--- config.mk ---
export PLATFORM = sky130hd
export DESIGN_NAME = rptr_empty_fwft_flat
export DESIGN_NICKNAME = d
export VERILOG_FILES = /design/src/rtl/rptr_empty_fwft_if.sv /design/src/rtl/rptr_empty_fwft.sv /design/src/flat_wrapper.sv
export SDC_FILE = /design/constraint.sdc
export NUM_CORES = 1
export LEC_CHECK = 0
export BUFFER_PORTS_ARGS = -buffer_cell sky130_fd_sc_hd__buf_2
export CAP_MARGIN = 15
export CORE_MARGIN = 5
export CORE_UTILIZATION = 50
export CTS_BUF_LIST = sky130_fd_sc_hd__clkbuf_8 sky130_fd_sc_hd__clkbuf_16
export CTS_CLUSTER_DIAMETER = 150
export DETAILED_ROUTE_END_ITERATION = 10
export PLACE_DENSITY = 0.76
export SLEW_MARGIN = 20
export SYNTH_ARGS = -nofsm -noshare
export SYNTH_HDL_FRONTEND = slang
export SYNTH_SLANG_ARGS = --single-unit
--- constraint.sdc ---
create_clock -name rclk -period 4.48 [get_ports rclk]
set_input_delay 0.224 -clock rclk [delete_from_list [all_inputs] [get_ports rclk]]
set_output_delay 0.224 -clock rclk [all_outputs]
set_load 0.02 [all_outputs]
--- src/rtl/rptr_empty_fwft_if.sv ---
// ---------------------------------------------------------------------------
// rptr_empty_fwft_if
//   Bundle of read-side FIFO signals between the read pointer / empty block
//   and its surroundings (synchronizer, memory, downstream consumer).
//
//   master : the read pointer block itself
//     in  rq2_wptr     Gray write pointer already synchronized into rclk
//     in  rdata_mem    memory read data (combinational read at raddr)
//     in  dout_ready   downstream accepts dout this cycle
//     out raddr        memory read address
//     out rptr         registered Gray read pointer
//     out rempty       registered memory-side empty
//     out rlevel       registered memory fill level seen from rclk
//     out almost_empty registered rlevel <= threshold
//     out dout         first-word-fall-through data
//     out dout_valid   dout holds a valid word
//   slave  : mirror view for the environment driving/observing the block
// ---------------------------------------------------------------------------
interface rptr_empty_fwft_if #(
  parameter int ADDRSIZE = 8,
  parameter int DSIZE    = 8
);
  logic [ADDRSIZE:0]   rq2_wptr;
  logic [DSIZE-1:0]    rdata_mem;
  logic [ADDRSIZE-1:0] raddr;
  logic [ADDRSIZE:0]   rptr;
  logic                rempty;
  logic [ADDRSIZE:0]   rlevel;
  logic                almost_empty;
  logic [DSIZE-1:0]    dout;
  logic                dout_valid;
  logic                dout_ready;

  modport master (
    input  rq2_wptr, rdata_mem, dout_ready,
    output raddr, rptr, rempty, rlevel, almost_empty, dout, dout_valid
  );

  modport slave (
    output rq2_wptr, rdata_mem, dout_ready,
    input  raddr, rptr, rempty, rlevel, almost_empty, dout, dout_valid
  );
endinterface

--- src/rtl/rptr_empty_fwft.sv ---
// ---------------------------------------------------------------------------
// rptr_empty_fwft
//   Read-domain half of a dual-clock FIFO. Keeps the binary and Gray read
//   pointers, addresses the FIFO memory, and produces registered empty, fill
//   level and almost_empty from the synchronized Gray write pointer. A
//   first-word-fall-through output register with valid/ready handshake sits
//   in front of the consumer, so data appears without a read strobe.
//
//   Ports
//     rclk  : read clock
//     rrst  : asynchronous, active-high reset
//     bus   : rptr_empty_fwft_if.master (see interface header for signals)
// ---------------------------------------------------------------------------
module rptr_empty_fwft #(
  parameter int ADDRSIZE  = 8,
  parameter int DSIZE     = 8,
  parameter int AE_THRESH = 2
) (
  input  logic                 rclk,
  input  logic                 rrst,
  rptr_empty_fwft_if.master    bus
);

  localparam int PW = ADDRSIZE + 1;
  localparam logic [ADDRSIZE:0] AE_LIMIT = PW'(AE_THRESH);

  logic [ADDRSIZE:0] rbin_q,   rbin_d;
  logic [ADDRSIZE:0] rptr_q,   rptr_d;
  logic [ADDRSIZE:0] rlevel_q, rlevel_d;
  logic              rempty_q, rempty_d;
  logic              almost_empty_q, almost_empty_d;
  logic [DSIZE-1:0]  dout_q,   dout_d;
  logic              dout_valid_q, dout_valid_d;

  logic [ADDRSIZE:0] wbin_s;
  logic              pop;

  // Gray-to-binary of the synchronized write pointer: bit i is the XOR of
  // all Gray bits from the MSB down to i.
  always_comb begin : gray_to_bin
    // NOTE: every variable written in always_comb gets a default first so
    // no path leaves it unassigned, which would infer a latch.
    wbin_s = '0;
    for (int i = 0; i <= ADDRSIZE; i++) begin
      wbin_s[i] = ^(bus.rq2_wptr >> i);
    end
  end

  always_comb begin : next_state
    // Pop only when memory holds a word and the output register is free or
    // being drained this cycle; this also keeps rdata_mem unsampled while
    // it may be undefined.
    pop = ~rempty_q & (~dout_valid_q | bus.dout_ready);

    rbin_d   = rbin_q + PW'(pop);
    rptr_d   = (rbin_d >> 1) ^ rbin_d;

    // Compare against the pointer value after this edge so empty is already
    // correct for the cycle that follows.
    rempty_d = (rptr_d == bus.rq2_wptr);

    // Modulo subtraction handles pointer wrap; the word sitting in dout is
    // deliberately not counted.
    rlevel_d       = wbin_s - rbin_d;
    almost_empty_d = (rlevel_d <= AE_LIMIT);

    dout_d       = dout_q;
    dout_valid_d = dout_valid_q;
    if (pop) begin
      // Covers both the initial fill and a consume-and-refill in one cycle.
      dout_d       = bus.rdata_mem;
      dout_valid_d = 1'b1;
    end else if (bus.dout_ready & dout_valid_q) begin
      dout_valid_d = 1'b0;
    end
  end

  // NOTE: reset is asynchronous so a mid-stream rrst drops dout_valid and
  // clears the pointers immediately, without waiting for an rclk edge.
  always_ff @(posedge rclk or posedge rrst) begin
    if (rrst) begin
      rbin_q         <= '0;
      rptr_q         <= '0;
      rempty_q       <= 1'b1;
      rlevel_q       <= '0;
      almost_empty_q <= 1'b1;
      dout_q         <= '0;
      dout_valid_q   <= 1'b0;
    end else begin
      // NOTE: non-blocking assignments so every flop samples the values
      // computed before this edge, independent of statement order.
      rbin_q         <= rbin_d;
      rptr_q         <= rptr_d;
      rempty_q       <= rempty_d;
      rlevel_q       <= rlevel_d;
      almost_empty_q <= almost_empty_d;
      dout_q         <= dout_d;
      dout_valid_q   <= dout_valid_d;
    end
  end

  assign bus.raddr        = rbin_q[ADDRSIZE-1:0];
  assign bus.rptr         = rptr_q;
  assign bus.rempty       = rempty_q;
  assign bus.rlevel       = rlevel_q;
  assign bus.almost_empty = almost_empty_q;
  assign bus.dout         = dout_q;
  assign bus.dout_valid   = dout_valid_q;

endmodule
--- src/flat_wrapper.sv ---
// flat-port wrapper written by rule: the top's interface ports become plain ports
module rptr_empty_fwft_flat 
#(
  parameter int ADDRSIZE  = 8,
  parameter int DSIZE     = 8,
  parameter int AE_THRESH = 2
)
  (rclk, rrst, bus_rq2_wptr, bus_rdata_mem, bus_dout_ready, bus_raddr, bus_rptr, bus_rempty, bus_rlevel, bus_almost_empty, bus_dout, bus_dout_valid);
  rptr_empty_fwft_if #(.ADDRSIZE(ADDRSIZE), .DSIZE(DSIZE)) bus_i ();
  input  logic rclk;
  input  logic rrst;
  input wire logic [$bits(bus_i.rq2_wptr)-1:0] bus_rq2_wptr;
  input wire logic [$bits(bus_i.rdata_mem)-1:0] bus_rdata_mem;
  input wire logic [$bits(bus_i.dout_ready)-1:0] bus_dout_ready;
  output wire logic [$bits(bus_i.raddr)-1:0] bus_raddr;
  output wire logic [$bits(bus_i.rptr)-1:0] bus_rptr;
  output wire logic [$bits(bus_i.rempty)-1:0] bus_rempty;
  output wire logic [$bits(bus_i.rlevel)-1:0] bus_rlevel;
  output wire logic [$bits(bus_i.almost_empty)-1:0] bus_almost_empty;
  output wire logic [$bits(bus_i.dout)-1:0] bus_dout;
  output wire logic [$bits(bus_i.dout_valid)-1:0] bus_dout_valid;
  assign bus_i.rq2_wptr = bus_rq2_wptr;
  assign bus_i.rdata_mem = bus_rdata_mem;
  assign bus_i.dout_ready = bus_dout_ready;
  assign bus_raddr = bus_i.raddr;
  assign bus_rptr = bus_i.rptr;
  assign bus_rempty = bus_i.rempty;
  assign bus_rlevel = bus_i.rlevel;
  assign bus_almost_empty = bus_i.almost_empty;
  assign bus_dout = bus_i.dout;
  assign bus_dout_valid = bus_i.dout_valid;
  rptr_empty_fwft #(.ADDRSIZE(ADDRSIZE), .DSIZE(DSIZE), .AE_THRESH(AE_THRESH)) u_core (.rclk(rclk), .rrst(rrst), .bus(bus_i));
endmodule
==> results of run 1 <==
==> metrics by stage <==
step | hold slack (ns) | setup WS [ns]
6_report | 0.0295 | 0.492
5_1_grt | 0.0977 | 0.261
4_1_cts | 0.0448 | 0.494
3_5_place_dp | 0.356 | 0.193
3_3_place_gp | 0.346 | 0.346
2_1_floorplan | 0.320 | 0.610
==> state kept, by name, indices dropped and copies added, names as in the netlist <==
name,flops
u_core.bus.dout_valid,1
u_core.bus.rptr,8
u_core.bus.almost_empty,1
u_core.bus.rlevel,9
u_core.bus.rempty,1
u_core.rbin_q,9
u_core.bus.dout,8
==> Yosys cell counts, drive strengths merged <==
library cell	n
xnor2	19
o221a	1
o21ai	3
mux2i	2
fa	1
nand2	10
a41oi	1
a311oi	2
maj3	2
and2b	1
ha	8
xor2	20
dfrtp	35
nor2b	1
nor3	5
or3	1
nor2	8
o22ai	2
o21a	1
nand4	1
or4b	1
and3	1
nor4	1
a21oi	8
mux2	9
inv	15
clkbuf	1
o311ai	1
o31a	1
nand3	6
dfstp	2
a211oi	1
a31oi	2
xnor3	1
==> worst paths after layout <==
check,startpoint,endpoint,slack [ns],depth (start not counted)
max,bus_rq2_wptr[4],u_core.bus.almost_empty$_DFF_PP1_,0.49,16
min,rrst,u_core.bus.rptr[6]$_DFF_PP0_,0.03,3
max reg2reg,u_core.bus.rempty$_DFF_PP1_,u_core.bus.almost_empty$_DFF_PP1_,0.94,12
min reg2reg,u_core.bus.rempty$_DFF_PP1_,u_core.bus.dout_valid$_DFFE_PP0P_,0.47,1
max in group asynchronous,rrst,u_core.bus.rempty$_DFF_PP1_,4.10,3
min in group rclk,bus_dout_ready,u_core.bus.dout_valid$_DFFE_PP0P_,0.14,2
==> critical path: stages <==
cell and delay [ns]:
buf_2 0.09, xnor3_2 0.45, xor2_2 0.19, xnor2_1 0.27
xor2_1 0.25, xor2_1 0.35, xnor2_1 0.17, ha_1 0.18
inv_1 0.05, fa_1 0.42, a21oi_1 0.31, maj3_2 0.28
mux2i_1 0.08, xnor2_1 0.16, or4b_1 0.55, nor4_2 0.16
==> power by group through the flow <==
stage	logic [mW]	registers (mW)	clock network, mW
floorplan	0.672	0.662	0
global route	1.22	0.527	0.315
global placement	1.09	0.521	0
finish	1.11	0.514	0.292
detailed placement	1.11	0.523	0
CTS	1.12	0.516	0.299
==> cells by family after synthesis <==
kind of cell,after synthesis
compound gates,23
xor+xnor,40
fa+ha+maj,11
buf+inv,16
flops,37
mux,11
simple gates,36
==> metal layers <==
layer  track usage (%)  vias up  routed length (um)
li1                  -      730                   -
met1              20.1      675                1670
met2              28.2       45                1960
met3              4.65        7                 349
met4              6.04        0                  68
met5                 0        -                   0
==> cell type report <==
type / instances / area, um2
Clock buffer: 6 / 82.6
Clock inverter: 2 / 33.8
Fill cell: 324 / 1470
Inverter: 15 / 58.8
Multi-Input combinational cell: 121 / 1000
Sequential cell: 37 / 928
Tap cell: 50 / 62.6
Timing Repair Buffer: 59 / 303
==> key figures, run 1 <==
Floorplan
  • I/O pin count: 57
  • Height of the die: 73.3 um
  • Total core area: 3940 um2
  • Die W: 73.3 um
  • FP Rows: 23
  • Starting density of the core: 50.8%
  • Die ar.: 5380 um2

Placement
  • Port bufs: 56
  • Post-DP Area: 2360 um2
  • Cells after DPL: 282
  • Detailed Place HPWL: 3.25 mm
  • GPL Wtd Cong: 0.793

Finish
  • Commonest cells after routing, fill and taps aside: 56 x buf_2, 35 x dfrtp_1, 19 x xnor2_1, 17 x xor2_1, 14 x inv_1
  • Layout Cells excl Fill: 290
  • Share of cells above drive strength 1: 36.7%
  • Net count, final: 268
  • Final instance area: 2470 um2
  • Area growth syn-to-layout: 23.3%
  • Commonest non-fill, non-tap cell in the layout: buf_2
  • Ant. Diodes: 0
  • Util after Layout: 62.7%

Timing
  • Fin. Hold Viols: 0
  • Max Slew Vio Count: 0
  • Final Setup Violations: 0
  • Slew HR: 57.9%
  • Final period util: 89.0%
  • Least-Margin Pin Slew: 0.626 ns
  • Setup Skew: 0.00455 ns
  • RSZ-0062 raised after global routing: no
  • Fmax: 251 MHz
  • Setup tns final: 0 ns
  • Crit path time final: 3.99 ns

Synthesis
  • #FFs+latches synth: 37
  • Syn. warnings: 0
  • Simple-Gate Fraction of Synth Area: 9.49%
  • Post-synthesis sequential area ratio: 46.3%
  • Mux contribution to synthesized area: 6.05%
  • Net Count, Synth: 203
  • Xor and xnor area share after synthesis: 19.9%
  • Post-synth top area cell: dfrtp_1
  • Post-synthesis adder-cell area fraction: 7.05%
  • Synth top area share: 43.7%
  • Largest family of logic cells by synthesized area: XOR/XNOR gates
  • Distinct cells, synth: 40
  • Post-synthesis compound-gate area fraction: 7.55%
  • Synth top area cells: dfrtp_1 44%, xnor2_1 8.3%, xor2_1 7.4%
  • Synthesized area: 2000 um2
  • Post-Synthesis Cells: 174
  • Avg Inst Size Synth: 11.5 um2

Power
  • Clk pwr share: 15.3%
  • P_int: 1.06 mW
  • Leak: 1.18 nW
  • Combinational share of power: 57.9%
  • Switching power total: 0.849 mW
  • Switching Share: 44.3%
  • Tot Pwr: 1.91 mW
  • Sequential share of power: 26.9%
  • Pwr dens: 774 nW/um2
  • VDD IR max: 0.315 mV

Clocking
  • Post-CTS Setup Bufs: 0
  • Root Buffer: clkbuf_8
  • Num CTS Buffers: 5
  • Hold Buf Count CTS: 0
  • Clock transition at the registers of the reported paths: 0.07 ns
  • CTS tree: yes
  • H-tree depth: 2
  • CTS resizes: 0
  • Clock tree buffer depth: 2
  • Worst skew pair latency: 0.28 ns
  • CTS sink count: 37

Global route
  • Initial antenna violation count: 0
  • Global-route wire length before repair: 6.77 mm
  • GR Util All Layers: 16.6%
  • Vias in the first global route: 1475
  • Grt ovf: 0
  • Largest net degree at the start of global routing: 38

Drt
  • Final ANT Viol Nets: 0
  • DRT iter0 DRCs: 70
  • Routed len/inst: 14.0 um
  • Routed vias/inst: 5.02
  • Routed WL: 4.05 mm
  • Drt pass-1 iters: 4
  • Remaining DRCs: 0
  • Vias: 1457

Setup path
  • Critical path endpoint category: register
  • Worst Path Required: 4.68 ns
  • CP startpoint kind: input pin
  • Critical Path AT: 4.19 ns
  • CP max FO: 4
  • Critical path type: input pin to register

Outcome
  • Status: completed

Worst hold path
  • Worst Hold Class: input pin to asynchronous set/reset pin

Flow run
  • Max cap viols: 0
No activity file was read; power rests on OpenSTA's default activity.
==> run 2: changes to the inputs <==
--- a/config.mk
+++ b/config.mk
@@ -7,7 +7,6 @@
 export LEC_CHECK = 0
 export BUFFER_PORTS_ARGS = -buffer_cell sky130_fd_sc_hd__buf_2
 export CAP_MARGIN = 15
-export CORE_MARGIN = 5
 export CORE_UTILIZATION = 50
 export CTS_BUF_LIST = sky130_fd_sc_hd__clkbuf_8 sky130_fd_sc_hd__clkbuf_16
 export CTS_CLUSTER_DIAMETER = 150
==> run 2 against run 1 <==
Effect of this change:
- core utilization grew 2.5 points
- register-to-register slack about the same
- clock-buffer cell count unchanged
- cell area down 1.3%
- sequential power about the same
- power shrank 3.8%
- highest routed layer unchanged
- final cell count is 1.0% lower
- global-route usage up 3.2 points
- clock skew down 0.00084 ns
- critical endpoint unchanged
- combinational power hardly changed
==> key figures, run 2 (synthesized netlist as in run 1, its figures left out) <==
Outcome
  • Status: completed

Floorplan
  • FP Rows: 22
  • I/O pin count: 57
  • Total core area: 3740 um2
  • Starting density of the core: 53.5%
  • Height of the die: 65.3 um
  • Die W: 65.3 um
  • Die ar.: 4270 um2

Setup path
  • Critical path endpoint category: register
  • Critical Path AT: 4.18 ns
  • Family with the most delay on the worst path: XOR/XNOR gates
  • R2r startpoint: u_core.bus.rempty$_DFF_PP1_
  • FF-to-FF setup slack: 0.94 ns
  • CP dominant cell by count: xnor2_1
  • Reg2Reg Depth: 12
  • CP startpoint kind: input pin
  • Worst R2R End: u_core.bus.almost_empty$_DFF_PP1_
  • Worst-path cell chain: buf_2 -> xnor3_2 -> xor2_2 -> xnor2_1 -> xor2_1 -> xor2_1 -> xnor2_1 -> ha_1 -> inv_1 -> fa_1 -> a21oi_1 -> maj3_2 -> mux2i_1 -> xnor2_1 -> or4b_1 -> nor4_2
  • CP max FO: 4
  • Slowest CP cell: or4b_1
  • Max stage delay on crit path: 0.54 ns
  • Critical path type: input pin to register
  • WP buf/inv: 2
  • Worst Path Required: 4.67 ns

Drt
  • Remaining DRCs: 0
  • Routed vias/inst: 5.07
  • Drt pass-1 iters: 4
  • DRT iter0 DRCs: 62
  • Routed WL: 3.81 mm
  • Vias: 1456
  • Final ANT Viol Nets: 0
  • Routed len/inst: 13.3 um

Timing
  • Setup ws final: 0.497 ns
  • Crit path time final: 3.98 ns
  • Fin. Hold Viols: 0
  • Least-Margin Pin Slew: 0.625 ns
  • Fmax: 251 MHz
  • Final Setup Violations: 0
  • Setup tns final: 0 ns
  • Fin Hold WS: 0.0276 ns
  • Max Slew Vio Count: 0
  • RSZ-0062 raised after global routing: no
  • Slew HR: 57.8%
  • Setup Skew: 0.00371 ns
  • Final period util: 88.9%

Finish
  • Final instance area: 2440 um2
  • Filler cells: 315
  • Commonest cells after routing, fill and taps aside: 56 x buf_2, 35 x dfrtp_1, 19 x xnor2_1, 17 x xor2_1, 14 x inv_1
  • Area growth syn-to-layout: 21.7%
  • Commonest non-fill, non-tap cell in the layout: buf_2
  • Ant. Diodes: 0
  • Net count, final: 268
  • Largest registers: u_core.bus.rlevel (9), u_core.rbin_q (9)
  • Share of cells above drive strength 1: 36.4%

Placement
  • Post-DP Area: 2350 um2
  • Post-place setup slack: 0.217 ns
  • Detailed Place HPWL: 3.10 mm
  • GPL Wtd Cong: 0.897
  • Port bufs: 56

Clocking
  • Hold Buf Count CTS: 0
  • Num CTS Buffers: 5
  • Post-CTS Setup Bufs: 0
  • Clock tree buffer depth: 2
  • CTS sink count: 37
  • Clock transition at the registers of the reported paths: 0.06 ns
  • CTS resizes: 0
  • H-tree depth: 2
  • CTS tree: yes
  • Root Buffer: clkbuf_8
  • Worst skew pair latency: 0.28 ns

Worst hold path
  • Worst Hold Class: input pin to asynchronous set/reset pin

Global route
  • Met2 GRT Util: 33.2%
  • Largest net degree at the start of global routing: 38
  • Vias in the first global route: 1373
  • Grt ovf: 0
  • GRT met1 Usage: 24.6%
  • GR Util All Layers: 19.8%
  • Initial antenna violation count: 0
  • GR peak layer: met2
  • Routing usage on met3: 5.21%
  • Global-route wire length before repair: 6.20 mm

Power
  • VDD IR max: 0.419 mV
  • Leak: 1.16 nW
  • Pwr dens: 754 nW/um2
  • Tot Pwr: 1.84 mW

Flow run
  • Max cap viols: 0
run 2: worst max-delay path by stage:
stage | to | startpoint | slack (ns) | cells after the start
6_report | u_core.bus.almost_empty$_DFF_PP1_ | bus_rq2_wptr[4] | 0.50 | 16
5_1_grt | u_core.bus.almost_empty$_DFF_PP1_ | bus_rq2_wptr[4] | 0.27 | 16
4_1_cts | u_core.bus.almost_empty$_DFF_PP1_ | bus_rq2_wptr[4] | 0.50 | 16
3_5_place_dp | u_core.bus.almost_empty$_DFF_PP1_ | bus_rq2_wptr[4] | 0.22 | 16
3_3_place_gp | u_core.bus.almost_empty$_DFF_PP1_ | bus_rq2_wptr[4] | 0.34 | 16
2_1_floorplan | u_core.bus.almost_empty$_DFF_PP1_ | bus_rq2_wptr[4] | 0.61 | 15
run 2: layout make-up:
type | count | area, um2 | area share [%]
clock buffer | 6 | 82.6 | 3.38
clock inverter | 1 | 3.75 | 0.154
inverter | 15 | 58.8 | 2.41
multi-input combinational | 121 | 1000 | 41.1
sequential | 37 | 928 | 38.1
tap | 48 | 60.1 | 2.46
timing repair buffer | 59 | 303 | 12.4
run 2: power by group:
| group | internal, mW | total (mW) | leakage, nW | switching (mW) |
|---|---|---|---|---|
| Clock | 0.119 | 0.221 | 0.0485 | 0.102 |
| Sequential | 0.457 | 0.516 | 0.441 | 0.0590 |
| Combinational | 0.431 | 1.10 | 0.675 | 0.672 |
run 2: stage by stage:
stage                     std cells  util, %
after floorplan                 174        -
after global placement          280     62.9
after detailed placement        280     62.9
after CTS                       287     65.2
after global routing            287     65.2
final                           287     65.2
run 2: metal layers:
| layer | routed length, um | vias up | share of wire [%] |
|---|---|---|---|
| met5 | 0 | - | 0 |
| li1 | - | 720 | - |
| met1 | 1680 | 694 | 44 |
| met3 | 189 | 4 | 5.0 |
| met4 | 36 | 0 | 0.95 |
| met2 | 1910 | 38 | 50 |
run 2: tightest hold or removal path: stages:
cell	delay [ns]
buf_2	0.09
inv_1	0.04
buf_4	0.38
